$ cat config.mk
export PLATFORM = sky130hd
export DESIGN_NAME = multiword_add_ctrl
export DESIGN_NICKNAME = d
export VERILOG_FILES = /design/src/rtl/cgra_pkg.sv /design/src/rtl/full_adder.sv /design/src/rtl/multiword_add_ctrl.sv
export SDC_FILE = /design/constraint.sdc
export NUM_CORES = 1
export LEC_CHECK = 0
export ABC_AREA = 1
export BUFFER_PORTS_ARGS = -buffer_cell sky130_fd_sc_hd__buf_2
export CAP_MARGIN = 20
export CORE_ASPECT_RATIO = 0.8
export CORE_MARGIN = 2
export CORE_UTILIZATION = 52
export CTS_CLUSTER_SIZE = 8
export DETAILED_ROUTE_END_ITERATION = 10
export PLACE_DENSITY_LB_ADDON = 0.15
export SLEW_MARGIN = 20
export SYNTH_ARGS = -nofsm -noshare
export SYNTH_HDL_FRONTEND = slang
export SYNTH_HIERARCHICAL = 1
export SYNTH_SLANG_ARGS = --single-unit
$ cat constraint.sdc
create_clock -name clk -period 2.93 [get_ports clk]
set_input_delay 0.586 -clock clk [delete_from_list [all_inputs] [get_ports clk]]
set_output_delay 0.586 -clock clk [all_outputs]
set_load 0.02 [all_outputs]
$ cat src/rtl/cgra_pkg.sv
// Shared CGRA tile types: FSM state encoding and default datapath word width.
package cgra_pkg;
   localparam int DEFAULT_WIDTH = 16;

   typedef enum logic {
      IDLE = 1'b0,
      RUN  = 1'b1
   } state_t;
endpackage

$ cat src/rtl/full_adder.sv
// Tile adder datapath: a + b + (carry_listen & carry_in); forces zero outputs when on_off is low.
// Purely combinational, no backpressure.
module full_adder
   import cgra_pkg::*;
#(
   parameter int width = DEFAULT_WIDTH
) (
   input  logic             on_off,
   input  logic             carry_listen,
   input  logic             carry_in,
   input  logic [width-1:0] a,
   input  logic [width-1:0] b,
   output logic [width-1:0] c,
   output logic             carry_out
);
   logic [width:0] total;
   logic           cin_eff;

   always_comb begin
      cin_eff = carry_listen & carry_in;
      total   = {1'b0, a} + {1'b0, b} + {{width{1'b0}}, cin_eff};
   end

   assign c         = on_off ? total[width-1:0] : '0;
   assign carry_out = on_off & total[width];
endmodule

$ cat src/rtl/multiword_add_ctrl.sv
// Multi-precision add sequencer, LSW first, carry chained through carry_q. Optional macro: MULTIWORD_ADD_SUB_EN (subtract).
// Latency: sum word registered one cycle after operand fire; 1 word/cycle sustained.
// Backpressure: single output register; op_ready drops while a result is stalled by res_ready.
module multiword_add_ctrl
   import cgra_pkg::*;
#(
   parameter int WIDTH     = DEFAULT_WIDTH,
   parameter int MAX_WORDS = 4,
   parameter int LEN_W     = $clog2(MAX_WORDS + 1)
) (
   input  logic             clk,
   input  logic             rst,
   input  logic             cmd_valid,
   output logic             cmd_ready,
   input  logic [LEN_W-1:0] cmd_len,
   input  logic             cmd_carry_in,
`ifdef MULTIWORD_ADD_SUB_EN
   input  logic             cmd_sub,
`endif
   input  logic             op_valid,
   output logic             op_ready,
   input  logic [WIDTH-1:0] op_a,
   input  logic [WIDTH-1:0] op_b,
   output logic             res_valid,
   input  logic             res_ready,
   output logic [WIDTH-1:0] res_sum,
   output logic             res_last,
   output logic             res_carry,
   output logic             busy
);
   state_t           state_q, state_d;
   logic [LEN_W-1:0] count_q, count_d, len_clamped;
   logic             carry_q, carry_d;
   logic             sub_q, sub_d;
   logic             cmd_fire, op_fire;
   logic             add_en;
   logic [WIDTH-1:0] add_b, add_c;
   logic             add_co;

   always_comb begin
      state_d     = state_q;
      count_d     = count_q;
      carry_d     = carry_q;
      sub_d       = sub_q;
      cmd_ready   = 1'b0;
      op_ready    = 1'b0;
      cmd_fire    = 1'b0;
      op_fire     = 1'b0;
      add_en      = 1'b0;
      add_b       = sub_q ? ~op_b : op_b;
      len_clamped = (cmd_len > LEN_W'(MAX_WORDS)) ? LEN_W'(MAX_WORDS) : cmd_len;

      case (state_q)
         IDLE: begin
            cmd_ready = 1'b1;
            cmd_fire  = cmd_valid;
            // A zero-length command is consumed without leaving IDLE.
            if (cmd_fire && (len_clamped != '0)) begin
               state_d = RUN;
               count_d = len_clamped;
`ifdef MULTIWORD_ADD_SUB_EN
               sub_d   = cmd_sub;
               carry_d = cmd_sub ? 1'b1 : cmd_carry_in;
`else
               sub_d   = 1'b0;
               carry_d = cmd_carry_in;
`endif
            end
         end
         RUN: begin
            op_ready = !res_valid || res_ready;
            op_fire  = op_valid && op_ready;
            add_en   = op_fire;
            if (op_fire) begin
               carry_d = add_co;
               count_d = count_q - LEN_W'(1);
               if (count_q == LEN_W'(1)) begin
                  state_d = IDLE;
               end
            end
         end
         default: state_d = IDLE;
      endcase
   end

   full_adder #(.width(WIDTH)) u_adder (
      .on_off       (add_en),
      .carry_listen (add_en),
      .carry_in     (carry_q),
      .a            (op_a),
      .b            (add_b),
      .c            (add_c),
      .carry_out    (add_co)
   );

   always_ff @(posedge clk) begin
      if (rst) begin
         state_q   <= IDLE;
         count_q   <= '0;
         carry_q   <= 1'b0;
         sub_q     <= 1'b0;
         res_valid <= 1'b0;
         res_sum   <= '0;
         res_last  <= 1'b0;
         res_carry <= 1'b0;
      end else begin
         state_q <= state_d;
         count_q <= count_d;
         carry_q <= carry_d;
         sub_q   <= sub_d;
         // A new word overwrites the register even when the old one drains this same edge.
         if (op_fire) begin
            res_valid <= 1'b1;
            res_sum   <= add_c;
            res_last  <= (count_q == LEN_W'(1));
            res_carry <= add_co;
         end else if (res_valid && res_ready) begin
            res_valid <= 1'b0;
         end
      end
   end

   assign busy = (state_q != IDLE) || res_valid;
endmodule

==> results of run 1 <==
-- worst reg2reg max path, cell delays in order (launching register included) --
cell and delay (ps):
dfxtp_1 330, nand2_2 100, nand3_4 80, inv_4 60
nand2_1 60, fa_1 410, fa_1 370, inv_1 110
nand3_1 80, nand3_1 140, nand2_1 90, nand3_2 80
a21oi_1 70, nor2_1 130, nand2_1 70, nand2_1 70
a21oi_1 40, nor2_1 110
-- worst max path at each step --
stage | from | to
finish | res_ready | carry_q
global route | res_ready | carry_q
CTS | res_ready | carry_q
detailed placement | res_ready | carry_q
global placement | res_ready | carry_q
floorplan | res_ready | carry_q
-- layout make-up --
class                      instances  area [µm²]
clock buffer                       3       41.29
clock inverter                     1       30.03
fill                             395        1326
inverter                          62       235.2
multi-input combinational        259        1339
sequential                        24       480.5
tap                               55       68.82
timing repair buffer              65       332.8
-- power by group through the flow --
stage,clock (mW),combinational (mW),sequential [mW]
2_1_floorplan,0,0.233,0.354
5_1_grt,0.306,0.364,0.345
6_report,0.289,0.318,0.344
4_1_cts,0.297,0.317,0.344
3_3_place_gp,0,0.311,0.351
3_5_place_dp,0,0.315,0.351
-- registers in the layout, summed over array words and instances (netlist names) --
signal,flops
res_sum,16
count_q,3
carry_q,1
res_carry,1
res_last,1
res_valid,1
state_q,1
-- Yosys cell counts --
| library cell | number |
|---|---|
| buf_6 | 5 |
| nor2_4 | 1 |
| o21bai_1 | 1 |
| nand3b_1 | 1 |
| nand2_4 | 1 |
| inv_4 | 1 |
| a21oi_2 | 1 |
| or2_2 | 1 |
| clkbuf_1 | 2 |
| nand2_1 | 121 |
| nand4_1 | 3 |
| and2_1 | 2 |
| nand3_2 | 3 |
| nand3_4 | 1 |
| fa_1 | 2 |
| nor3_1 | 2 |
| buf_4 | 1 |
| nor2_1 | 25 |
| inv_2 | 4 |
| inv_1 | 57 |
| nand2_2 | 9 |
| a21oi_1 | 42 |
| ha_1 | 17 |
| o21ai_0 | 12 |
| nand3_1 | 14 |
| dfxtp_1 | 24 |
-- kinds of logic (layout without fill, tap and decap cells) --
group	after synthesis	in the layout	synth area share
buf+inv	70	131	0.1442
compound gates	56	56	0.1348
simple gates	184	184	0.3761
fa+ha+maj	19	19	0.1189
flops	24	24	0.2260
-- metal layers --
metal	vias up	wire [µm]
met5	-	0
li1	1225	-
met2	48	2084
met3	2	269
met1	970	2647
met4	0	11
-- per-stage QoR --
stage | util | cell area [µm²] | power, mW | worst slack [ps] | hold slack (ps)
floorplan | - | 2126 | 0.5865 | 229.7 | 516.6
global placement | 0.6373 | 2456 | 0.6618 | 232.3 | 449.2
detailed placement | 0.6373 | 2456 | 0.6666 | 112.0 | 454.4
CTS | 0.6558 | 2527 | 0.9575 | 389.6 | 468.1
global route | 0.6558 | 2527 | 1.015 | 119.2 | 481.7
finish | 0.6558 | 2527 | 0.9514 | 390.0 | 465.0
==> flow_metrics.env, run 1 <==
export IMPL_diodes=0
export IMPL_layout_drive_gt1_share=0.2198
export IMPL_worstRegToRegCells=17
export IMPL_cpMostUsedCell="nand2_1"
export IMPL_post_drt_wl_per_cell_um=10.69
export IMPL_grt_pass1_wl_um=8059
export IMPL_crit_fanout=4
export IMPL_yosys_warnings=6
export IMPL_cp_buffers_inverters=4
export IMPL_finalSetupTns_ps=0
export IMPL_power_frac_comb=0.335
export IMPL_cts_sinks=24
export IMPL_wirelength_um=5012
export IMPL_final_max_slew_viol_count=0
export IMPL_stdcell_count=469
export IMPL_yosysTopAreaCell="dfxtp_1"
export IMPL_clkLatencyLatePin_ps=270
export IMPL_first_iter_violations=101
export IMPL_use_met2=0.3404
export IMPL_slowest_delay_ps=410
export IMPL_grt_pass1_vias=1843
export IMPL_syn_inst=353
export IMPL_cellLeakagePower_nw=1.432
export IMPL_r2r_end="carry_q"
export IMPL_fin_nets=475
export IMPL_cts_root_buf="clkbuf_8"
export IMPL_worstSetupEndpointType="flop"
export IMPL_crit_type="input port to flop"
export IMPL_cts_resized=0
export IMPL_clk_pin_slew_ps=80
export IMPL_rsz0062_at_grt="false"
export IMPL_initial_utilization=0.5516
export IMPL_hpwlAfterDp_um=4090
export IMPL_drtPass1Iterations=4
export IMPL_status="complete, no violations"
export IMPL_post_cts_buffers=0
export IMPL_yosys_area_top_type_share=0.2260
export IMPL_critical_path_top_delay_family="simple AND/OR/NAND/NOR gates"
export IMPL_mappedNetlistArea_um2=2126
export IMPL_powerDensity_nw_per_um2=376.4
export IMPL_synth_nets=413
export IMPL_finalCriticalPeriod_ps=2540
export IMPL_cts_max_path_buffers=2
export IMPL_period_share=0.8669
export IMPL_reg2reg_from="res_valid"
export IMPL_postSynthAreaPerCell_um2=6.022
export IMPL_place_congestion=0.8900
export IMPL_timing_worst_slew_pin_value_ps=390.0
export IMPL_finalClockSkew_ps=2.285
export IMPL_drc_errors=0
export IMPL_io_buffer_count=62
export IMPL_cts_tree="done"
export IMPL_h_tree_depth=1
export IMPL_finalHoldViolCount=0
export IMPL_crit_required_ps=3140
export IMPL_ios=63
export IMPL_syn2layout_area_growth_pct=18.89
export IMPL_antenna_found_initial=0
export IMPL_cp_start_kind="input port"
export IMPL_setup_violations_final=0
export IMPL_slowest_stage="fa_1"
export IMPL_die_w_um=75.49
export IMPL_intPower_mw=0.6372
export IMPL_ir_drop_mv=0.2590
export IMPL_fmaxAchievable_mhz=393.7
export IMPL_final_common_cell="nand2_1"
export IMPL_overflow=0
export IMPL_track_usage=0.2242
export IMPL_yosysSeqAreaShare=0.2260
export IMPL_placed_cells=465
export IMPL_power_switching_mw=0.3142
export IMPL_hold_path_end="res_sum[0]"
export IMPL_avgViaCountPerCell=4.787
export IMPL_hold_buffers=0
export IMPL_crit_chain="buf_2, inv_1, nand2_2, nand3_4, inv_4, nand2_1, fa_1, fa_1, inv_1, nand3_1, nand3_1, nand2_1, nand3_2, a21oi_1, nor2_1, nand2_1, nand2_1, a21oi_1, nor2_1"
export IMPL_vias=2245
export IMPL_die_h_um=61.19
export IMPL_synthTopCellsByArea="dfxtp_1 (23%), nand2_1 (21%), inv_1 (10%)"
export IMPL_coreArea_um2=3854
export IMPL_r2r_slack_ps=470
export IMPL_clockPowerShare=0.304
export IMPL_critical_path_depth=19
export IMPL_top_usage_layer="met1"
export IMPL_grt_util_met3=0.04092
export IMPL_placementRows=20
export IMPL_maxCapViolations=0
export IMPL_hold_depth=2
export IMPL_layout_common_cells="nand2_1 (121), buf_2 (62), inv_1 (57), a21oi_1 (42), nor2_1 (25)"
export IMPL_min_delay_start="res_sum[0]"
export IMPL_die_area_um2=4619
export IMPL_synthDistinctLibCells=26
export IMPL_postRouteAntennaNets=0
export IMPL_hp_class="flop to flop"
export IMPL_sequentialPowerShare=0.361
export IMPL_grt_util_met1=0.3430
export IMPL_ys_seq_elements=24
export IMPL_swShare=0.3303
export IMPL_crit_arrival_ps=2750
export IMPL_cts_buffers=3
export IMPL_slew_headroom=0.7400
export IMPL_grt_max_degree=35
Power figures use the tool's default switching activity.
==> run 2, diff against run 1 <==
--- a/config.mk
+++ b/config.mk
@@ -5,12 +5,11 @@
 export SDC_FILE = /design/constraint.sdc
 export NUM_CORES = 1
 export LEC_CHECK = 0
-export ABC_AREA = 1
 export BUFFER_PORTS_ARGS = -buffer_cell sky130_fd_sc_hd__buf_2
 export CAP_MARGIN = 20
 export CORE_ASPECT_RATIO = 0.8
 export CORE_MARGIN = 2
-export CORE_UTILIZATION = 52
+export CORE_UTILIZATION = 47
 export CTS_CLUSTER_SIZE = 8
 export DETAILED_ROUTE_END_ITERATION = 10
 export PLACE_DENSITY_LB_ADDON = 0.15
==> constraint.sdc (replaced) <==
create_clock -name clk -period 2.2 [get_ports clk]
set_input_delay 0.44 -clock clk [delete_from_list [all_inputs] [get_ports clk]]
set_output_delay 0.44 -clock clk [all_outputs]
set_load 0.02 [all_outputs]
==> flow_metrics.env, run 2 <==
export IMPL_layout_drive_gt1_share=0.3947
export IMPL_largest_register_ff_count=16
export IMPL_regMostFlops="res_sum"
export IMPL_min_delay_start="res_last"
export IMPL_hold_path_end="res_last"
export IMPL_drc_errors=0
export IMPL_placementRows=21
export IMPL_maxCapViolations=0
export IMPL_reg2reg_from="res_valid"
export IMPL_final_seq_area_um2=480.5
export IMPL_finalHoldViolCount=0
export IMPL_r2r_end="res_sum[10]"
export IMPL_vias=2163
export IMPL_multi_input_area_um2=1476
export IMPL_powerDensity_nw_per_um2=444.5
export IMPL_cellLeakagePower_nw=1.241
export IMPL_antenna_found_initial=0
export IMPL_synth_most_common_cell="a21oi_1"
export IMPL_finalHoldWorstSlack_ps=473.5
export IMPL_crit_required_ps=2390
export IMPL_r2r_slack_ps=-490
export IMPL_async_reset_ff_frac=0
export IMPL_yosysTopAreaCell="dfxtp_1"
export IMPL_clkLatencyLatePin_ps=260
export IMPL_final_max_slew_viol_count=0
export IMPL_mappedNetlistArea_um2=2022
export IMPL_avgViaCountPerCell=5.421
export IMPL_period_share=1.224
export IMPL_postRouteAntennaNets=0
export IMPL_status="finished, violations left"
export IMPL_postSynthAreaPerCell_um2=7.992
export IMPL_cts_root_buf="clkbuf_8"
export IMPL_slowest_delay_ps=350
export IMPL_worstSetupEndpointType="flop"
export IMPL_cp_start_kind="flop"
export IMPL_crit_chain="and2b_2, nor2_4, nand2_2, fa_2, fa_2, and2b_2, o2111ai_4, buf_6, a211oi_4, nor3_2, nor3_2, nand3_1, a21oi_1"
export IMPL_synthTopCellsByArea="dfxtp_1 (24%), ha_1 (11%), a21oi_1 (7.9%)"
export IMPL_wirelength_um=5508
export IMPL_ios=63
export IMPL_grt_max_degree=23
export IMPL_yosys_warnings=6
export IMPL_yosys_area_top_type_share=0.2376
export IMPL_die_area_um2=4846
export IMPL_clk_pin_slew_ps=80
export IMPL_ys_seq_elements=24
export IMPL_slowest_stage="fa_2"
export IMPL_place_congestion=0.8827
export IMPL_ir_drop_mv=0.2892
export IMPL_crit_fanout=3
export IMPL_crit_type="flop to flop"
export IMPL_final_common_cell="buf_2"
export IMPL_crit_arrival_ps=2890
export IMPL_hpwlAfterDp_um=4273
export IMPL_coreArea_um2=4151
export IMPL_yosysSeqAreaShare=0.2376
export IMPL_synth_nets=313
export IMPL_cts_sinks=24
export IMPL_finalSetupTns_ps=-3519
export IMPL_fmaxAchievable_mhz=371.4
export IMPL_hold_buffers=0
export IMPL_die_w_um=77.33
export IMPL_drtPass1Iterations=4
export IMPL_finalCriticalPeriod_ps=2692
export IMPL_post_drt_wl_per_cell_um=13.80
export IMPL_reg_top3="res_sum: 16 flops, count_q: 3 flops"
export IMPL_io_buffer_count=62
export IMPL_grt_pass1_wl_um=8894
export IMPL_cts_buffers=3
export IMPL_die_h_um=62.67
export IMPL_syn_inst=253
export IMPL_timing_worst_slew_pin_value_ps=430.8
export IMPL_overflow=0
export IMPL_finalClockSkew_ps=3.296
export IMPL_slew_headroom=0.7125
export IMPL_cts_tree="done"
export IMPL_worstRegToRegCells=13
export IMPL_nFillCells=398
export IMPL_diodes=0
export IMPL_setup_violations_final=13
export IMPL_setup_ws_ps=-492.2
export IMPL_initial_utilization=0.4870
export IMPL_grt_pass1_vias=1958
export IMPL_h_tree_depth=1
export IMPL_fin_nets=404
export IMPL_syn2layout_area_growth_pct=34.41
export IMPL_layout_common_cells="buf_2 (62), buf_4 (37), a21oi_1 (29), dfxtp_1 (24), o21ai_0 (21)"
export IMPL_hp_class="flop to flop"
export IMPL_violations="setup timing"
export IMPL_synthDistinctLibCells=54
export IMPL_first_iter_violations=81
export IMPL_synthFlopType="dfxtp_1"
export IMPL_cts_max_path_buffers=2
export IMPL_rsz0062_at_grt="true"
export IMPL_synth_common_cells="a21oi_1 (32), dfxtp_1 (24), o21ai_0 (22), nand3_1 (18), ha_1 (17)"
export IMPL_hold_depth=2
export IMPL_synth_edff_count=0
export IMPL_cp_buffers_inverters=1
export IMPL_critical_path_top_delay_family="simple AND/OR/NAND/NOR gates"
export IMPL_track_usage=0.2232
==> run 2: changes by cell type after synthesis, sizes merged, moves of 7 or more <==
cell / delta
a21oi: -7
nor3: +7
nor2: -12
nand2: -116
o21ai: +12
inv: -49
==> run 2: kinds of logic (layout without fill, tap and decap cells) <==
family,Yosys count,in the layout,synth area share
flops,24,24,0.2376
buf+inv,27,116,0.06621
fa+ha+maj,19,19,0.1250
xor+xnor,4,4,0.01733
mux,5,5,0.02537
compound gates,93,93,0.3243
simple gates,81,81,0.2042
==> run 2: area by class of cell <==
| cell class | count | area share |
|---|---|---|
| clock buffers | 3 | 0.01519 |
| inverters | 13 | 0.01796 |
| multi-input cells | 202 | 0.5433 |
| flip-flops and latches | 24 | 0.1768 |
| well taps | 57 | 0.02624 |
| repair buffers | 100 | 0.2205 |
==> run 2: worst max-delay path by stage <==
stage               from          end  slack, ps  cells after the start
2_1_floorplan  res_ready      carry_q       -720                     14
3_3_place_gp   res_ready      carry_q       -670                     14
3_5_place_dp   res_ready      carry_q       -810                     14
4_1_cts        res_valid      carry_q       -460                     13
5_1_grt        res_valid  res_sum[10]       -570                     13
6_report       res_valid  res_sum[10]       -490                     13
==> run 2: timing repair <==
action	CTS	global route
gates resized for setup	6	5
endpoints found under the setup margin	13	13
setup buffers	2	2
pin swaps	12	8
==> run 2: layer usage <==
layer	GRT usage	wire length, µm	share of wire
met1	0.3071	2724	0.49
met2	0.3707	2502	0.45
met3	0.03179	206	0.037
met4	0.05134	74	0.013
met5	0	0	0
==> run 2: where the power goes <==
group / leakage (nW) / internal [mW] / switching [mW]
registers: 0.195 / 0.448 / 0.00661
clock network: 0.0216 / 0.122 / 0.131
logic: 1.03 / 0.232 / 0.268
==> run 2: stage by stage <==
stage                     std cells  power (mW)  setup WS (ps)  instance area, µm²    util
after CTS                       397       1.194         -456.5                2681  0.6459
after detailed placement        392      0.9367         -812.8                2601  0.6266
after floorplan                 253      0.7678         -724.6                2059       -
after global placement          392      0.9323         -670.1                2601  0.6266
after global routing            399       1.280         -565.0                2718  0.6546
final                           399       1.208         -492.2                2718  0.6546
==> run 2: worst register-to-register path: cells and delay by family (launching register included) <==
family / cells / cell delay (ps)
DFF: 1 / 310
adders and majority gates: 2 / 690
AOI/OAI and AO/OA: 3 / 480
buffers and inverters: 1 / 170
and+or+nand+nor: 7 / 960
==> run 3, diff against run 2 <==
--- a/config.mk
+++ b/config.mk
@@ -9,12 +9,11 @@
 export CAP_MARGIN = 20
 export CORE_ASPECT_RATIO = 0.8
 export CORE_MARGIN = 2
-export CORE_UTILIZATION = 47
+export CORE_UTILIZATION = 45
 export CTS_CLUSTER_SIZE = 8
 export DETAILED_ROUTE_END_ITERATION = 10
 export PLACE_DENSITY_LB_ADDON = 0.15
 export SLEW_MARGIN = 20
 export SYNTH_ARGS = -nofsm -noshare
 export SYNTH_HDL_FRONTEND = slang
-export SYNTH_HIERARCHICAL = 1
 export SYNTH_SLANG_ARGS = --single-unit
==> flow_metrics.env, run 3 <==
export IMPL_placed_area_um2=2313
export IMPL_ios=63
export IMPL_hp_class="flop to flop"
export IMPL_h_tree_depth=1
export IMPL_r2r_slack_ps=-220
export IMPL_fin_nets=374
export IMPL_cts_tree="done"
export IMPL_cts_max_path_buffers=2
export IMPL_intPower_mw=0.9259
export IMPL_final_area_um2=2529
export IMPL_vias=2044
export IMPL_place_congestion=0.8708
export IMPL_diodes=0
export IMPL_post_drt_wl_per_cell_um=14.05
export IMPL_synthFlopType="dfxtp_1"
export IMPL_postSynthAreaPerCell_um2=7.823
export IMPL_nFillCells=328
export IMPL_avgViaCountPerCell=5.554
export IMPL_power_switching_mw=0.4456
export IMPL_layout_drive_gt1_share=0.3834
export IMPL_rsz0062_at_grt="true"
export IMPL_coreArea_um2=3829
export IMPL_ir_drop_mv=0.4486
export IMPL_status="finished, violations left"
export IMPL_crit_required_ps=2330
export IMPL_first_iter_violations=91
export IMPL_placed_cells=357
export IMPL_die_w_um=74.70
export IMPL_cts_root_buf="clkbuf_8"
export IMPL_reg_top3="res_sum: 16 flops, count_q: 3 flops"
export IMPL_finalHoldViolCount=0
export IMPL_yosys_warnings=0
export IMPL_finalCriticalPeriod_ps=2415
export IMPL_crit_fanout=4
export IMPL_cts_buffers=3
export IMPL_sequentialPowerShare=0.350
export IMPL_mappedNetlistArea_um2=1799
export IMPL_drtPass1Iterations=4
export IMPL_grt_pass1_vias=1778
export IMPL_setup_ws_ps=-215.1
export IMPL_stdcell_count=368
export IMPL_final_seq_area_um2=481.7
export IMPL_grt_max_degree=20
export IMPL_cts_sinks=24
export IMPL_cp_start_kind="flop"
export IMPL_cellLeakagePower_nw=1.120
export IMPL_finalSetupTns_ps=-1186
export IMPL_clk_pin_slew_ps=80
export IMPL_synth_edff_count=0
export IMPL_crit_arrival_ps=2550
export IMPL_fmaxAchievable_mhz=414.1
export IMPL_initial_utilization=0.4699
export IMPL_fin_util=0.6605
export IMPL_wirelength_um=5170
export IMPL_synthDistinctLibCells=48
export IMPL_async_reset_ff_frac=0
export IMPL_layout_common_cells="buf_2 (62), buf_4 (27), dfxtp_1 (23), nand2_1 (22), a21oi_1 (21)"
export IMPL_slew_headroom=0.5943
export IMPL_violations="setup timing"
export IMPL_crit_type="flop to flop"
export IMPL_multi_input_area_um2=1349
export IMPL_syn2layout_area_growth_pct=40.54
export IMPL_yosysTopAreaCell="dfxtp_1"
export IMPL_synthTopCellsByArea="dfxtp_1 (27%), ha_1 (12%), a21oi_1 (6.4%)"
export IMPL_clkLatencyLatePin_ps=270
export IMPL_placementRows=20
export IMPL_syn_inst=230
export IMPL_synth_common_cells="dfxtp_1 (24), a21oi_1 (23), nand2_1 (22), o21ai_0 (18)"
export IMPL_maxCapViolations=0
export IMPL_powerDensity_nw_per_um2=542.4
export IMPL_yosys_area_top_type_share=0.2670
export IMPL_hold_buffers=0
export IMPL_final_max_slew_viol_count=0
export IMPL_overflow=0
export IMPL_synth_nets=290
export IMPL_finalHoldWorstSlack_ps=457.4
export IMPL_synth_most_common_cell="dfxtp_1"
export IMPL_clockPowerShare=0.282
export IMPL_setup_violations_final=12
export IMPL_swShare=0.3249
export IMPL_power_frac_comb=0.369
export IMPL_hpwlAfterDp_um=3714
export IMPL_grt_pass1_wl_um=7914
export IMPL_drc_errors=0
export IMPL_worstSetupEndpointType="flop"
export IMPL_finalClockSkew_ps=0.8264
export IMPL_postRouteAntennaNets=0
export IMPL_die_h_um=60.56
export IMPL_antenna_found_initial=0
export IMPL_yosysSeqAreaShare=0.2670
export IMPL_largest_register_ff_count=16
export IMPL_period_share=1.098
export IMPL_regMostFlops="res_sum"
export IMPL_track_usage=0.2242
export IMPL_final_common_cell="buf_2"
export IMPL_die_area_um2=4523
export IMPL_ys_seq_elements=24
export IMPL_timing_worst_slew_pin_value_ps=602.1
export IMPL_io_buffer_count=62
## run 3: cell types whose count changed after synthesis, sizes merged, moves of 3 or more
cell	change
a211oi	+5
a21o	-5
a21oi	-12
and3	-3
inv	-4
mux2i	-4
nand2	+7
nand2b	-3
nand3	-6
nand4	+3
nor2	+3
o211ai	+3
o21a	-3
o21ai	-6
## run 3: timing repair
action,4_1_cts,5_1_grt
endpoints found under the hold margin,0,0
buffers inserted,3,4
setup endpoints to repair,12,13
gates resized for setup,8,11
pin swaps,9,7
## run 3: power by group through the flow
stage	sequential (mW)	combinational (mW)	clock (mW)
after global routing	0.483	0.558	0.413
after floorplan	0.515	0.268	0
after global placement	0.489	0.449	0
final	0.479	0.506	0.386
after CTS	0.479	0.471	0.395
after detailed placement	0.489	0.452	0
## run 3: worst paths after layout
kind              start           to  cells past startpoint
min reg2reg  res_sum[1]   res_sum[1]                      2
max           res_valid  res_sum[12]                     10
max reg2reg   res_valid  res_sum[12]                     10
min          res_sum[1]   res_sum[1]                      2
## run 3: final cells by class
| class | count | share of cell area |
|---|---|---|
| sequential | 24 | 0.1905 |
| clock buffer | 3 | 0.01633 |
| inverter | 9 | 0.01336 |
| clock inverter | 1 | 0.01188 |
| timing repair buffer | 90 | 0.2073 |
| tap | 55 | 0.02721 |
| multi-input combinational | 186 | 0.5334 |
## run 3: cell families after synthesis
kind of cell    after synthesis  synth area share
compound gates               77            0.2837
xor+xnor                      6           0.02921
fa+ha+maj                    19            0.1405
buf+inv                      20           0.04450
flops                        24            0.2670
simple gates                 84            0.2351
## run 3: routing by layer
metal  global-route usage  share of wire  wire length [µm]
met4              0.04082         0.0043                22
met5                    0              0                 0
met1               0.3107           0.46              2397
met3              0.03654          0.050               261
met2               0.3755           0.48              2489
## run 3: worst max-delay path, stage by stage (launching register included)
cell and delay, ps:
dfxtp_2 360, nand2b_4 60, and3_4 160, and2_4 150
fa_2 350, fa_2 380, a21oi_4 210, o211ai_1 160
and3_4 200, o21ai_2 140, o311ai_2 110
## run 3: metrics by stage
step,power [mW],setup WS [ps]
floorplan,0.7830,-553.9
global placement,0.9376,-480.5
detailed placement,0.9408,-528.9
CTS,1.346,-119.8
global route,1.453,-263.3
finish,1.371,-215.1
